--- config.mk ---
export PLATFORM = sky130hd
export DESIGN_NAME = arb_req_mux
export DESIGN_NICKNAME = d
export VERILOG_FILES = /design/src/rtl/arb_req_mux.sv
export SDC_FILE = /design/constraint.sdc
export NUM_CORES = 1
export LEC_CHECK = 0
export ABC_CLOCK_PERIOD_IN_PS = 1800
export CAP_MARGIN = 20
export CORE_MARGIN = 8
export CORE_UTILIZATION = 48
export DETAILED_ROUTE_END_ITERATION = 8
export PLACE_DENSITY = 0.81
export SLEW_MARGIN = 20
export SYNTH_ARGS = -nofsm -noshare
export SYNTH_HDL_FRONTEND = slang
export SYNTH_SLANG_ARGS = --single-unit
--- constraint.sdc ---
create_clock -name clk -period 1.8 [get_ports clk]
set_clock_uncertainty 0.1 [all_clocks]
set_input_delay 0.18 -clock clk [delete_from_list [all_inputs] [get_ports clk]]
set_output_delay 0.18 -clock clk [all_outputs]
set_load 0.005 [all_outputs]
--- src/rtl/arb_req_mux.sv ---
// Requester-side companion to a fixed-priority arbiter: per-channel depth-1
// holding slots feed the arbiter's request vector; the granted slot moves into a registered output stage.
module arb_req_mux #(
   parameter int WIDTH = 4,
   parameter int DW    = 8,
   parameter int IDW   = $clog2(WIDTH)
) (
   input  logic                clk,
   input  logic                rst_n,
   input  logic [WIDTH-1:0]    in_vld,
   output logic [WIDTH-1:0]    in_rdy,
   input  logic [WIDTH*DW-1:0] in_data,
   output logic [WIDTH-1:0]    arb_vld,
   input  logic [WIDTH-1:0]    arb_grant,
   output logic                out_vld,
   input  logic                out_rdy,
   output logic [DW-1:0]       out_data,
   output logic [IDW-1:0]      out_id,
   output logic                err_grant
);

   logic [WIDTH-1:0] hold_vld;
   logic [DW-1:0]    hold_data [WIDTH];

   logic             out_free;
   logic             grant_one_hot;
   logic             grant_ok;
   logic             grant_bad;
   logic             xfer;
   logic [WIDTH-1:0] drain;
   logic [WIDTH-1:0] accept;
   logic [IDW-1:0]   grant_idx;

   assign arb_vld  = hold_vld;
   assign out_free = ~out_vld | out_rdy;

   assign grant_one_hot = (arb_grant != '0) &&
                          ((arb_grant & (arb_grant - WIDTH'(1))) == '0);
   assign grant_ok  = grant_one_hot && ((arb_grant & ~hold_vld) == '0);
   // A zero grant is a legal stall; anything else that is not a clean one-hot hit on an occupied slot is an error.
   assign grant_bad = (arb_grant != '0) && !grant_ok;
   assign xfer      = out_free & grant_ok;

   assign drain  = xfer ? arb_grant : '0;
   assign in_rdy = ~hold_vld | drain;
   assign accept = in_vld & in_rdy;

   // NOTE: every variable assigned in always_comb gets a default first, otherwise a latch is inferred.
   always_comb begin
      grant_idx = '0;
      for (int i = 0; i < WIDTH; i++) begin
         if (arb_grant[i]) grant_idx = IDW'(i);
      end
   end

   // NOTE: the payload slots are reset too, so no stale data survives a mid-operation reset.
   always_ff @(posedge clk or negedge rst_n) begin
      if (!rst_n) begin
         hold_vld <= '0;
         for (int i = 0; i < WIDTH; i++) hold_data[i] <= '0;
      end else begin
         for (int i = 0; i < WIDTH; i++) begin
            if (accept[i]) begin
               hold_vld[i]  <= 1'b1;
               hold_data[i] <= in_data[i*DW +: DW];
            end else if (drain[i]) begin
               hold_vld[i]  <= 1'b0;
            end
         end
      end
   end

   // NOTE: sequential state uses non-blocking assignments so all registers update together on the edge.
   always_ff @(posedge clk or negedge rst_n) begin
      if (!rst_n) begin
         out_vld  <= 1'b0;
         out_data <= '0;
         out_id   <= '0;
      end else if (xfer) begin
         out_vld  <= 1'b1;
         out_data <= hold_data[grant_idx];
         out_id   <= grant_idx;
      end else if (out_rdy) begin
         out_vld  <= 1'b0;
      end
   end

   always_ff @(posedge clk or negedge rst_n) begin
      if (!rst_n)         err_grant <= 1'b0;
      else if (grant_bad) err_grant <= 1'b1;
   end

endmodule
==> metrics.cfg, run 1 <==
[route]
ant_nets = 0
drcViolationCount = 0
post_drt_wl_per_cell_um = 17.52
drt-pass1-iter-count = 4
totalWireLength_um = 5292
drt_iter0_markers = 55
vias = 1614
routed_via_density = 5.344

[timing]
post-route-min-period_ns = 1.725
slew_headroom_pct = 57.09
hold_slack_ns = 0.3352
clock.fmax_ghz = 0.5799
drv_slew = 0
setup_viol = 0
rsz0062_at_grt = false
worst_pin_slew_ns = 0.6437
hold_violations = 0
fin_ws_ns = 0.07545
fin_crit_sh_pct = 95.81

[critical_path]
critPathBufInv = 1
crit_family = flip-flops
worstPathArrival_ns = 1.80
path_max_fanout = 8
end_kind = register
setup.worst_path.class = reg2reg
cp_slowest_stage_delay_ns = 0.39
crit_slowest_cell = dfrtp_1
critPathLaunchType = register
crit_path_cell_trace = and2b_4 > o41ai_4 > buf_4 > nand2_4 > mux2_2
critPathRequiredTime_ns = 1.88

[global_route]
grt_pass1_vias = 1850
grt_util_all_layers_pct = 15.40
antenna_found_initial = 0
grt_pass1_wl_um = 8769
grt_max_degree = 30
gr-total-overflow = 0

[final_layout]
nNetsFinal = 291
n_antenna_cell = 0
fin_util_pct = 68.62
syn_to_final_growth_pct = 39.22
drive_gt1_share_pct = 37.50
final_cell_count_no_fill = 302

[synthesis]
synth_cells = 163
synth.distinct_cells = 28
synth.top_cells.by_count = dfrtp_1 (48), mux2_2 (40), nand2_1 (10)
synth_nets = 206
synth.area.top_cells = dfrtp_1 (52%), mux2_2 (20%), mux2_4 (5.9%), o41ai_4 (4.8%), mux2i_1 (3.9%)
yosysMostFrequentCell = dfrtp_1
synth_seq_cells = 48
synth_top_area_share_pct = 52.29
ys.flop_type = dfrtp_1
postSynthAreaPerCell_um2 = 14.09
ys_async_sr_fraction_pct = 100.0
synth_largest_area_cell = dfrtp_1
synthesis.area_um2 = 2297
synth_enable_flop_cells = 0
yosysWarnings = 0
seq_area_frac_synth_pct = 52.29

[floorplanning]
core_area_um2 = 4661
die_h_um = 85.18
die-area_um2 = 7256
num_io_pins = 63
start_util_pct = 49.29
rows = 25
die_x_um = 85.18

[cts]
cts_tree = done
postCtsSetupRepairBufs = 0
path_clk_slew_ns = 0.08
clkLatencyLatePin_ns = 0.29
cts_inserted_buffers = 5
clock_sinks = 48
clk_path_buf_depth = 2
htreeDepth = 2
cts_root_buf = clkbuf_8

[place]
dp_hpwl_um = 4151
place_inst = 294
gp_congestion = 0.8558
dp_slack_ns = -0.3355
port_buffers = 62

[pwr]
vdd_ir_drop_max_uv = 711.9
p_per_area_nw_per_um2 = 1048
leakagePower_nw = 1.474

[min_path]
hold_class = in2async

[job]
drv_cap = 0

[run_status]
run_status = finished clean

-- kinds of logic after synthesis --
family	share of synthesized area, %
simple gates	7.135
compound gates	8.552
flops	52.29
mux	29.41
buf+inv	2.614
-- layout make-up --
| cell class | count | area, µm² |
|---|---|---|
| flip-flops and latches | 48 | 1201 |
| clock buffers | 7 | 96.34 |
| repair buffers | 83 | 760.7 |
| multi-input cells | 104 | 1047 |
| fillers | 357 | 1463 |
| inverters | 6 | 25.02 |
| well taps | 54 | 67.56 |
-- where the power goes --
part           internal, mW  total, mW  switching (mW)
combinational         0.722       1.07           0.350
clock                 0.342      0.670           0.327
sequential             1.42       1.61           0.187
-- metal layers --
| layer | global-route usage [%] | wire, µm | vias to the layer above |
|---|---|---|---|
| li1 | - | - | 749 |
| met1 | 18.11 | 2302 | 798 |
| met2 | 26.07 | 2609 | 55 |
| met3 | 4.537 | 279 | 12 |
| met4 | 5.178 | 101 | 0 |
| met5 | 0 | 0 | - |
-- state kept, by name, summed over array words and instances, names as in the netlist --
register,count
out_vld,1
err_grant,1
hold_data,32
out_id,2
arb_vld,4
out_data,8
-- worst paths after layout --
| kind | from | endpoint | slack [ns] | cells after the start |
|---|---|---|---|---|
| max in group asynchronous | rst_n | hold_data[19] | 0.66 | 3 |
| min | rst_n | hold_data[24] | 0.34 | 2 |
| max reg2reg | out_vld | hold_data[17] | 0.08 | 5 |
| min reg2reg | err_grant | err_grant | 0.40 | 1 |
| min in group clk | in_data[30] | hold_data[6] | 0.39 | 2 |
| max | out_vld | hold_data[17] | 0.08 | 5 |
-- timing repair --
| item | CTS | global route |
|---|---|---|
| hold endpoints to repair | 27 | 0 |
| gates resized for setup | 7 | 12 |
| hold buffers | 1 | 0 |
| setup endpoints to repair | 27 | 24 |
-- per-stage QoR --
step / instance area, µm² / setup TNS (ns) / power (mW)
after detailed placement: 3095 / -13.57 / 2.702
after floorplan: 2297 / 0 / 2.157
final: 3198 / 0 / 3.351
after CTS: 3196 / 0 / 3.379
after global placement: 3095 / -12.10 / 2.656
after global routing: 3198 / 0 / 3.562
-- cells in the final DEF (no fill, tap or decap), types with 3 or more instances in the layout --
master / synthesis / layout
buf_4: 0 / 18
clkbuf_2: 0 / 4
clkbuf_8: 0 / 7
clkdlybuf4s50_1: 0 / 55
dfrtp_1: 48 / 48
inv_1: 5 / 5
mux2_2: 40 / 40
mux2_4: 9 / 9
mux2i_1: 9 / 9
nand2_1: 10 / 10
nand2_4: 2 / 4
nand2b_1: 3 / 3
o21ai_0: 9 / 9
o41ai_4: 4 / 4
Power figures use the tool's default switching activity.
==> inputs of run 2 (changes only) <==
--- a/config.mk
+++ b/config.mk
@@ -6,7 +6,6 @@
 export NUM_CORES = 1
 export LEC_CHECK = 0
 export ABC_CLOCK_PERIOD_IN_PS = 1800
-export CAP_MARGIN = 20
 export CORE_MARGIN = 8
 export CORE_UTILIZATION = 48
 export DETAILED_ROUTE_END_ITERATION = 8
==> results of run 2 <==
No change in the layout: final DEF, timing and power equal those of run 1.
==> inputs of run 3 (changes only) <==
--- a/config.mk
+++ b/config.mk
@@ -5,11 +5,13 @@
 export SDC_FILE = /design/constraint.sdc
 export NUM_CORES = 1
 export LEC_CHECK = 0
+export ABC_AREA = 1
 export ABC_CLOCK_PERIOD_IN_PS = 1800
+export CORE_ASPECT_RATIO = 1.25
 export CORE_MARGIN = 8
-export CORE_UTILIZATION = 48
+export CORE_UTILIZATION = 47
 export DETAILED_ROUTE_END_ITERATION = 8
-export PLACE_DENSITY = 0.81
+export PLACE_DENSITY = 0.8
 export SLEW_MARGIN = 20
 export SYNTH_ARGS = -nofsm -noshare
 export SYNTH_HDL_FRONTEND = slang
==> run 3 against run 2 <==
Power increased by 31%. Clock-buffer cell count decreased by 2. Worst hold slack got worse by 0.088 ns. Core utilization is 0.57 points lower. Sequential share of layout area is 0.33 points higher. Global-route usage is 1.5 points higher. Highest routed layer unchanged.
==> metrics.cfg, run 3 <==
[run_status]
run_status = finished clean

[floorplanning]
core_area_um2 = 4659  ; about the same
start_util_pct = 48.07  ; -1.2 points
num_io_pins = 63  ; unchanged
die_h_um = 93.18  ; +9.4%
die_x_um = 77.74  ; -8.7%
die-area_um2 = 7244  ; -0.16%
rows = 28  ; +12%

[cts]
cts_inserted_buffers = 5  ; unchanged
cts_root_buf = clkbuf_8
htreeDepth = 2  ; unchanged
clkLatencyLatePin_ns = 0.30  ; about the same
cts_tree = done
clk_path_buf_depth = 2  ; unchanged
clock_sinks = 48  ; unchanged
path_clk_slew_ns = 0.09  ; about the same

[timing]
clock.fmax_ghz = 0.5868  ; +1.2%
fin_crit_sh_pct = 94.67  ; -1.1 points
hold_violations = 0  ; unchanged
slew_headroom_pct = 70.05  ; +13 points
fin_tns_setup_ns = 0  ; unchanged
worst_pin_slew_ns = 0.4492  ; -0.1945 ns
rsz0062_at_grt = true
setup_viol = 0  ; unchanged
drv_slew = 0  ; unchanged
post-route-min-period_ns = 1.704  ; -0.02043 ns

[synthesis]
yosysMostFrequentCell = nand2_1
yosysWarnings = 0  ; unchanged
synth.area.top_cells = dfrtp_1 (54%), nand2_1 (19%), nand3_1 (7.2%), o21ai_0 (2.9%), nor2_1 (2.7%)
seq_area_frac_synth_pct = 53.63  ; +1.3 points
ys.flop_type = dfrtp_1
synth_enable_flop_cells = 0  ; unchanged
synth_cells = 272  ; +67%
synthesis.area_um2 = 2240  ; -2.5%
ys_async_sr_fraction_pct = 100.0  ; unchanged
postSynthAreaPerCell_um2 = 8.234  ; -42%
synth.distinct_cells = 22  ; -21%
synth_largest_area_cell = dfrtp_1
synth.top_cells.by_count = nand2_1 (115), dfrtp_1 (48), nand3_1 (32), nor2_1 (16), o21ai_0 (13)
synth_seq_cells = 48  ; unchanged
synth_nets = 315  ; +53%
synth_top_area_share_pct = 53.63  ; +1.3 points

[place]
gp_congestion = 0.8536  ; -0.26%
port_buffers = 62  ; unchanged
dp_hpwl_um = 4615  ; +11%
placed_area_um2 = 3023  ; -2.3%
place_inst = 405  ; +38%

[critical_path]
crit_family = flip-flops
timing.rr.start = arb_vld[1]
cp_slowest_stage_delay_ns = 0.40  ; about the same
critPathBufInv = 3  ; +2
worstPathArrival_ns = 1.42  ; -0.38 ns
path_max_fanout = 5  ; -3
critPathLaunchType = register
crit_slowest_cell = dfrtp_1
end_kind = primary output
ff2ff_path_depth = 13  ; +8
critPathRequiredTime_ns = 1.52  ; -0.36 ns
r2r-end = hold_data[25]
crit_path_cell_trace = inv_1 > nand2_1 > nand2_1 > nand2_2 > nand2_4 > clkinv_4 > nand4_1 > nand2_2 > clkdlybuf4s15_1
setup.worst_path.class = reg2out
r2r_slack_ns = 0.16  ; +0.08 ns

[pwr]
design_power_total_mw = 4.386  ; +31%
leakagePower_nw = 1.598  ; +8.4%
vdd_ir_drop_max_uv = 665.4  ; -6.5%
switching_share_pct = 35.06  ; +9.3 points
combPwrFrac_pct = 39.9  ; +7.9 points
seqPwrFrac_pct = 42.7  ; -5.3 points
p_sw_mw = 1.538  ; +78%
p_per_area_nw_per_um2 = 1383  ; +32%
p_int_mw = 2.848  ; +15%
p_clk_share_pct = 17.4  ; -2.6 points

[global_route]
grt_pass1_wl_um = 9867  ; +13%
antenna_found_initial = 0  ; unchanged
grt_max_degree = 20  ; -33%
gr-total-overflow = 0  ; unchanged
grt_util_all_layers_pct = 16.92  ; +1.5 points
grt_pass1_vias = 2154  ; +16%

[final_layout]
multi_input_area_um2 = 940.9  ; -10%
final_cell_count_no_fill = 416  ; +38%
drive_gt1_share_pct = 16.29  ; -21 points
syn_to_final_growth_pct = 41.56
regMostFlops = hold_data
layout_commonest_cell = nand2_1
largest_register_ffs = 32  ; unchanged
n_fill_cell = 369  ; +3.4%
final_cell_mix = nand2_1 (108), clkdlybuf4s50_1 (53), dfrtp_1 (48)
seq_area_um2 = 1201  ; unchanged
n_antenna_cell = 0  ; unchanged
design_area_um2 = 3171  ; -0.86%
nNetsFinal = 398  ; +37%

[route]
post_drt_wl_per_cell_um = 13.97  ; -20%
ant_nets = 0  ; unchanged
totalWireLength_um = 5812  ; +9.8%
drt_iter0_markers = 186  ; +240%
drcViolationCount = 0  ; unchanged
vias = 2082  ; +29%
routed_via_density = 5.005  ; -6.4%
drt-pass1-iter-count = 4  ; unchanged

[min_path]
hold_class = in2async

[job]
drv_cap = 0  ; unchanged

==> run 3: cell types whose count changed after synthesis, sizes merged, moves of 5 or more <==
cell	delta
nand2	+105
o22ai	+5
nor2	+17
buf	+5
o21ai	+9
mux2	-49
mux2i	-9
nand3	+32
==> run 3: stage by stage <==
step                      hold WS [ns]  util [%]  worst slack, ns
after global placement         0.03969     64.88          -0.2901
after global routing            0.2591     68.05        -0.003198
final                           0.2469     68.05          0.09588
after detailed placement       0.04319     64.88          -0.3096
after CTS                       0.2365     67.96         0.001723
after floorplan                -0.2156         -           0.3962
==> run 3: timing repair <==
action	CTS	global route
hold buffers	1	0
pin swaps	3	0
gates cloned	0	0
hold endpoints to repair	17	0
resized for setup	14	10
endpoints found under the setup margin	4	20
buffers inserted	2	0
==> run 3: worst max path at each step <==
stage | startpoint | to | slack, ns | cells past startpoint
floorplan | arb_vld[1] | out_data[0] | 0.40 | 12
global placement | arb_grant[2] | in_rdy[2] | -0.29 | 7
global route | arb_vld[1] | in_rdy[0] | -0.003 | 9
finish | arb_vld[1] | in_rdy[0] | 0.1 | 9
detailed placement | arb_grant[1] | hold_data[31] | -0.31 | 10
CTS | arb_vld[1] | in_rdy[0] | 0.002 | 9
==> run 3: logic make-up after synthesis <==
family	count (synthesis)	synth area share, %
AND/OR/NAND/NOR	173	33.02
flip-flops	48	53.63
AO/OA/AOI/OAI	29	7.766
buffers and inverters	22	5.587
==> run 3: worst register-to-register path: stages (launching register included) <==
cell      delay, ns
dfrtp_1        0.40
inv_1          0.06
nand2_1        0.04
nand2_1        0.07
nand2_2        0.06
nand2_4        0.06
clkinv_4       0.06
nand4_1        0.09
nand2_2        0.07
buf_4          0.14
buf_4          0.16
nand2_4        0.12
nand2_1        0.06
nand2_1        0.08
==> run 3: area by class of cell <==
type	count	share of cell area (%)
Tap cell	60	2.368
Inverter	10	1.421
Clock buffer	5	2.170
Multi-Input combinational cell	202	29.68
Sequential cell	48	37.88
Timing Repair Buffer	88	25.14
Clock inverter	3	1.342
==> run 3: routing by layer <==
metal	vias to the layer above	part of all wire [%]	global-route usage (%)
met5	-	0	0
met4	0	3.8	10.73
met3	21	5.5	3.359
met2	76	51	28.26
met1	944	39	19.40
li1	1041	-	-
==> run 3: power by group through the flow <==
stage                     clock (mW)  sequential, mW  combinational (mW)
after floorplan                    0            1.82               0.887
after global placement             0            1.86                1.69
after detailed placement           0            1.89                1.74
after CTS                      0.788            1.87                1.76
after global routing           0.839            1.92                1.98
final                          0.763            1.87                1.75
